==> src/rtl/mac_seq_pkg.sv <==
// Shared state encoding and constants for the 4-bit MAC sequencer.
package mac_seq_pkg;

    localparam int MULTI_WIDTH = 4;
    localparam int OUT_SEL_MAX = 16;

    typedef enum logic [2:0] {
        IDLE,
        RUN,
        WAIT,
        SAMPLE,
        RESULT
    } seq_state_e;

endpackage

==> src/rtl/mac_4bit_seq.sv <==
// Sequences framed operand/coef terms into the MAC slice and returns one result per frame.
// Latency: single-term frame accepted in cycle 0 -> res_valid in cycle 3; in_ready low from final term until result handshake.
module mac_4bit_seq
    import mac_seq_pkg::*;
#(
    parameter int MULTI_WIDTH = mac_seq_pkg::MULTI_WIDTH,
    parameter int CNT_WIDTH   = 8,
    parameter int MAX_TERMS   = 255
) (
    input  logic                   MAC_ACC_CLK,
    input  logic                   MAC_ACC_RST,
    input  logic                   in_valid,
    output logic                   in_ready,
    input  logic [MULTI_WIDTH-1:0] in_oper,
    input  logic [MULTI_WIDTH-1:0] in_coef,
    input  logic                   in_last,
    input  logic [5:0]             cfg_out_sel,
    input  logic                   cfg_rnd,
    input  logic                   cfg_sat,
    input  logic                   cfg_tc,
    output logic [MULTI_WIDTH-1:0] MAC_OPER_DATA,
    output logic [MULTI_WIDTH-1:0] MAC_COEF_DATA,
    output logic                   EFPGA_MATHB_CLK_EN,
    output logic                   MAC_ACC_CLEAR,
    output logic                   MAC_ACC_RND,
    output logic                   MAC_ACC_SAT,
    output logic [5:0]             MAC_OUT_SEL,
    output logic                   MAC_TC,
    input  logic [MULTI_WIDTH-1:0] MAC_OUT,
    output logic                   res_valid,
    input  logic                   res_ready,
    output logic [MULTI_WIDTH-1:0] res_data,
    output logic [CNT_WIDTH-1:0]   res_count,
    output logic                   res_trunc
);

    localparam logic [CNT_WIDTH-1:0] MAX_CNT = CNT_WIDTH'(MAX_TERMS);
    localparam logic [CNT_WIDTH-1:0] ONE_CNT = CNT_WIDTH'(1);

    seq_state_e             state_q, state_d;
    logic                   in_ready_q, in_ready_d;
    logic [MULTI_WIDTH-1:0] oper_q, oper_d, coef_q, coef_d;
    logic                   en_q, en_d, clear_q, clear_d, rnd_q, rnd_d;
    logic                   sat_q, sat_d, tc_q, tc_d;
    logic [5:0]             out_sel_q, out_sel_d;
    logic [CNT_WIDTH-1:0]   count_q, count_d;
    logic                   trunc_q, trunc_d;
    logic                   res_valid_q, res_valid_d;
    logic [MULTI_WIDTH-1:0] res_data_q, res_data_d;
    logic [CNT_WIDTH-1:0]   res_count_q, res_count_d;
    logic                   res_trunc_q, res_trunc_d;
    logic                   accept;

    assign accept = in_valid & in_ready_q;

    always_comb begin
        state_d     = state_q;
        in_ready_d  = in_ready_q;
        oper_d      = oper_q;
        coef_d      = coef_q;
        en_d        = 1'b0;
        clear_d     = 1'b0;
        rnd_d       = 1'b0;
        sat_d       = sat_q;
        tc_d        = tc_q;
        out_sel_d   = out_sel_q;
        count_d     = count_q;
        trunc_d     = trunc_q;
        res_valid_d = res_valid_q;
        res_data_d  = res_data_q;
        res_count_d = res_count_q;
        res_trunc_d = res_trunc_q;
        case (state_q)
            IDLE: begin
                in_ready_d = 1'b1;
                if (accept) begin
                    out_sel_d = cfg_out_sel;
                    sat_d     = cfg_sat;
                    tc_d      = cfg_tc;
                    oper_d    = in_oper;
                    coef_d    = in_coef;
                    en_d      = 1'b1;
                    // First product lands on zero or on the MAC's rounding constant.
                    clear_d   = ~cfg_rnd;
                    rnd_d     = cfg_rnd;
                    count_d   = ONE_CNT;
                    trunc_d   = 1'b0;
                    state_d   = RUN;
                    if (in_last || ONE_CNT == MAX_CNT) begin
                        state_d    = WAIT;
                        in_ready_d = 1'b0;
                        trunc_d    = ~in_last;
                    end
                end
            end
            RUN: begin
                if (accept) begin
                    oper_d  = in_oper;
                    coef_d  = in_coef;
                    en_d    = 1'b1;
                    count_d = count_q + ONE_CNT;
                    if (in_last || count_d == MAX_CNT) begin
                        state_d    = WAIT;
                        in_ready_d = 1'b0;
                        trunc_d    = ~in_last;
                    end
                end
            end
            WAIT: begin
                state_d = SAMPLE;
            end
            SAMPLE: begin
                res_data_d  = MAC_OUT;
                res_count_d = count_q;
                res_trunc_d = trunc_q;
                res_valid_d = 1'b1;
                state_d     = RESULT;
            end
            RESULT: begin
                if (res_ready) begin
                    res_valid_d = 1'b0;
                    in_ready_d  = 1'b1;
                    state_d     = IDLE;
                end
            end
            default: begin
                state_d    = IDLE;
                in_ready_d = 1'b0;
            end
        endcase
    end

    always_ff @(posedge MAC_ACC_CLK) begin
        if (MAC_ACC_RST) begin
            state_q     <= IDLE;
            in_ready_q  <= 1'b0;
            oper_q      <= '0;
            coef_q      <= '0;
            en_q        <= 1'b0;
            clear_q     <= 1'b0;
            rnd_q       <= 1'b0;
            sat_q       <= 1'b0;
            tc_q        <= 1'b0;
            out_sel_q   <= '0;
            count_q     <= '0;
            trunc_q     <= 1'b0;
            res_valid_q <= 1'b0;
            res_data_q  <= '0;
            res_count_q <= '0;
            res_trunc_q <= 1'b0;
        end else begin
            state_q     <= state_d;
            in_ready_q  <= in_ready_d;
            oper_q      <= oper_d;
            coef_q      <= coef_d;
            en_q        <= en_d;
            clear_q     <= clear_d;
            rnd_q       <= rnd_d;
            sat_q       <= sat_d;
            tc_q        <= tc_d;
            out_sel_q   <= out_sel_d;
            count_q     <= count_d;
            trunc_q     <= trunc_d;
            res_valid_q <= res_valid_d;
            res_data_q  <= res_data_d;
            res_count_q <= res_count_d;
            res_trunc_q <= res_trunc_d;
        end
    end

    assign in_ready           = in_ready_q;
    assign MAC_OPER_DATA      = oper_q;
    assign MAC_COEF_DATA      = coef_q;
    assign EFPGA_MATHB_CLK_EN = en_q;
    assign MAC_ACC_CLEAR      = clear_q;
    assign MAC_ACC_RND        = rnd_q;
    assign MAC_ACC_SAT        = sat_q;
    assign MAC_OUT_SEL        = out_sel_q;
    assign MAC_TC             = tc_q;
    assign res_valid          = res_valid_q;
    assign res_data           = res_data_q;
    assign res_count          = res_count_q;
    assign res_trunc          = res_trunc_q;

endmodule
==> config.mk <==
export PLATFORM = sky130hd
export DESIGN_NAME = mac_4bit_seq
export DESIGN_NICKNAME = d
export VERILOG_FILES = /design/src/rtl/mac_seq_pkg.sv /design/src/rtl/mac_4bit_seq.sv
export SDC_FILE = /design/constraint.sdc
export NUM_CORES = 1
export LEC_CHECK = 0
export CAP_MARGIN = 20
export CORE_MARGIN = 2
export CORE_UTILIZATION = 56
export DETAILED_ROUTE_END_ITERATION = 8
export DONT_BUFFER_PORTS = 1
export GPL_ROUTABILITY_DRIVEN = 0
export GPL_TIMING_DRIVEN = 0
export PLACE_DENSITY = 0.71
export SETUP_SLACK_MARGIN = 0.02
export SLEW_MARGIN = 25
export SYNTH_ARGS = -nofsm -noshare
export SYNTH_HDL_FRONTEND = slang
export SYNTH_SLANG_ARGS = --single-unit
==> constraint.sdc <==
create_clock -name MAC_ACC_CLK -period 4.15 [get_ports MAC_ACC_CLK]
set_input_delay 0.6225 -clock MAC_ACC_CLK [delete_from_list [all_inputs] [get_ports MAC_ACC_CLK]]
set_output_delay 0.6225 -clock MAC_ACC_CLK [all_outputs]
set_load 0.03 [all_outputs]
==> results.md <==
* CP Cell Sequence: nand2_1 -> nor3_2 -> clkbuf_1 -> nand3b_1 -> a21oi_1
* DR iter-0 viols at 168
* Register bit count reported by yosys at 46
* Post-cts sizing count at 0
* CTS Buf Count at 5
* Worst-margin pin slew at 611.4 ps
* Worst path max stage delay at 610 ps
* DRC at 0
* Ys flop type: dfxtp_1
* WP buf/inv at 1
* H-tree levels at 2
* Most frequent cell after synthesis: nand2_1
* Critical Path RT at 4430 ps
* Net Switching at 352.8 uW
* Synth Area in Compound Gates at 0.1590
* YS warnings at 0
* Crit path DAT at 2340 ps
* WL met2 at 1.939 mm
* Design area at 2068 um^2
* Die area at 3974 um^2
* Largest cells by area after synthesis: dfxtp_1 (47%), nand2_1 (15%), a21oi_1 (11%)
* CP Launch Type: flop
* Met3 WL at 332 um
* CTS tree: yes
* Final Cycle Share at 0.4953
* Syn Area/Cell at 7.807 um^2
* Post-Synth XOR/XNOR Area at 0.02628
* # rows at 21
* Status: finished, final reports clean
* Clock Skew at 17.31 ps
* Total negative slack at 0 ps
* Top layer in use: met4
* Post-synthesis simple-gate area fraction at 0.2840
* Post-Syn Instances at 250
* Post-DP HPWL at 3.000 mm
* Largest area contributor in the netlist: dfxtp_1
* Setup repair bufs after CTS at 0
* Slowest-stage cell, CP: dfxtp_1
* Clk network pwr share at 0.222
* DP Worst Slack at 2098 ps
* R2R depth at 5
* RSZ-0062 raised after global routing: false
* Synth unique cells at 41
* Post-synthesis adder-cell area fraction at 0.01282
* Final Worst Setup Slack at 2094 ps
* Wire per inst at 13.60 um
* Worst Hold Depth at 1
* Pwr Total at 958.1 uW
* Number of synthesized flops with an enable pin at 0
* DRT Pass-1 Iters at 4
* # Max-Cap Violations at 0
* Placed cells at 296
* Die height at 63.04 um
* HP Class: in -> reg
* Async SR Flop Fraction at 0
* Insertion delay to the later sink of the worst-skew pair at 370 ps
* Drt total wl at 4.134 mm
* Clock Root Buffer: clkbuf_4
* Clk sink count at 46
* CTS clock-pin slew for the worst setup and hold paths at 140 ps
* CP Capture Type: flop
* Main combinational cell family by area after synthesis: simple AND/OR/NAND/NOR gates
* N_diodes at 0
* Lkg Pwr at 0.0007134 uW
* Total number of vias at 1,647
* GR Util All Layers at 0.2285
* Final ANT Viol Nets at 0
* Sw Share at 0.3682
* DR vias/cell at 5.418
* Metal-1 WL at 1.828 mm
* Logic pwr share at 0.186
* Hold buffer count at CTS at 0
* Fmax at 486.5 MHz
* Final net count at 285
* Crit path time final at 2056 ps
* RR Startpoint: in_ready
* Total internal power at 605.3 uW
* Crit path kind: reg -> reg
* GRT Residual Overflow at 0
* Die Wd at 63.04 um
* Vias in the first global route at 1,644
* I/O Pins at 60
* PD cells at 463.2 nW/um^2
* Hold worst-path end: MAC_ACC_CLEAR
* Post-synthesis mux area share at 0
* Netlist Area Pre-Place at 1952 um^2
* First-pass GRT wire length at 7.251 mm
* Core footprint at 3337 um^2
* Reg-to-reg endpoint: count_q[1]
* Register area share after synthesis at 0.4718
* Share of the synthesized area in the top cell type at 0.4718
* Synth cell count leaders: nand2_1 (76), dfxtp_1 (46), a21oi_1 (42), nor2_1 (16), clkbuf_1 (12)
* Final setup vio count at 0
* Hold path start: cfg_rnd
* Flop pwr share at 0.592
* CP delay by family, top: simple AND/OR/NAND/NOR gates
* Max-slew violations at 0
* Fin. Hold Viols at 0
* Clk buf depth at 2
* Peak supply drop at 0.2454 mV
* Post-Syn Nets at 278
* Layout cells sized above 1 at 0.07752
* Layout area overhead at 5.961%
* Starting Density at 0.5849
* Placed Area at 2009 um^2
* PortBufs at 0
* Largest fanout on the critical path at 10
* Slew HR at 0.5909
* Reg2reg setup slack at 2090 ps
* Cell Count, Final, Fillers Out at 304
* Antenna violations before repair at 0
* Largest net degree at the start of global routing at 16
-- state kept, by name, summed over array words and instances, names as in the netlist --
register            flops
MAC_ACC_SAT             1
MAC_OPER_DATA           4
MAC_COEF_DATA           4
EFPGA_MATHB_CLK_EN      1
MAC_ACC_RND             1
res_data                4
count_q                 8
res_count               8
res_valid               1
MAC_ACC_CLEAR           1
MAC_TC                  1
res_trunc               1
state_q                 3
in_ready                1
trunc_q                 1
MAC_OUT_SEL             6
-- routing by layer --
metal  GRT usage  up-vias
met3     0.07568        5
met1      0.2727      731
li1            -      854
met5           0        -
met2      0.3896       57
met4     0.06667        0
-- worst register-to-register path: cells and delay by family, from the launching register on --
| kind | cells | cell delay [ps] |
|---|---|---|
| AO/OA/AOI/OAI | 1 | 170 |
| AND/OR/NAND/NOR | 3 | 800 |
| buffers and inverters | 1 | 410 |
| flip-flops | 1 | 610 |
-- worst max-delay path by stage --
stage                     startpoint    endpoint  slack (ps)  cells past startpoint
after global placement      in_ready  count_q[1]        2120                      5
after CTS                   in_ready  count_q[1]        2060                      5
after global routing        in_ready  count_q[1]        1810                      5
after floorplan           count_q[0]  state_q[0]        2370                      7
after detailed placement    in_ready  count_q[1]        2100                      5
final                       in_ready  count_q[1]        2090                      5
-- cell families after synthesis --
| logic type | after synthesis |
|---|---|
| flip-flops | 46 |
| AO/OA/AOI/OAI | 55 |
| adder cells (fa/ha/maj) | 2 |
| XOR/XNOR | 5 |
| buffers and inverters | 19 |
| AND/OR/NAND/NOR | 123 |
-- cell type report --
type                            count  area, um^2
Tap cell                           46       57.56
Sequential cell                    46       920.9
Clock buffer                        5       37.54
Fill cell                         306        1269
Inverter                            3       11.26
Multi-Input combinational cell    185       940.9
Clock inverter                      3       21.27
Buffer                             16       78.83
-- per-stage QoR --
step	hold WS, ps	utilization
2_1_floorplan	432.3	-
3_3_place_gp	447.7	0.6022
3_5_place_dp	455.3	0.6022
4_1_cts	298.9	0.6198
5_1_grt	300.4	0.6198
6_report	317.3	0.6198
-- layout by cell type, fill, tap and decap left out, types with 2 or more instances in the layout --
| master | instances |
|---|---|
| nand2b_1 | 3 |
| dfxtp_1 | 46 |
| a21oi_1 | 42 |
| nor3_1 | 6 |
| o311ai_0 | 2 |
| xnor2_1 | 2 |
| nand3_1 | 5 |
| nor2_1 | 16 |
| clkbuf_4 | 5 |
| a211oi_1 | 3 |
| nand3b_1 | 2 |
| inv_1 | 3 |
| ha_1 | 2 |
| o21ai_0 | 3 |
| clkbuf_1 | 12 |
| nand2_1 | 76 |
| xor2_1 | 2 |
-- power groups by stage --
stage	registers (uW)	clock network [uW]	logic (uW)
3_5_place_dp	578	0	179
4_1_cts	567	220	179
3_3_place_gp	576	0	176
5_1_grt	573	233	208
6_report	567	213	179
2_1_floorplan	570	0	140
No activity file was read; power rests on OpenSTA's default activity.
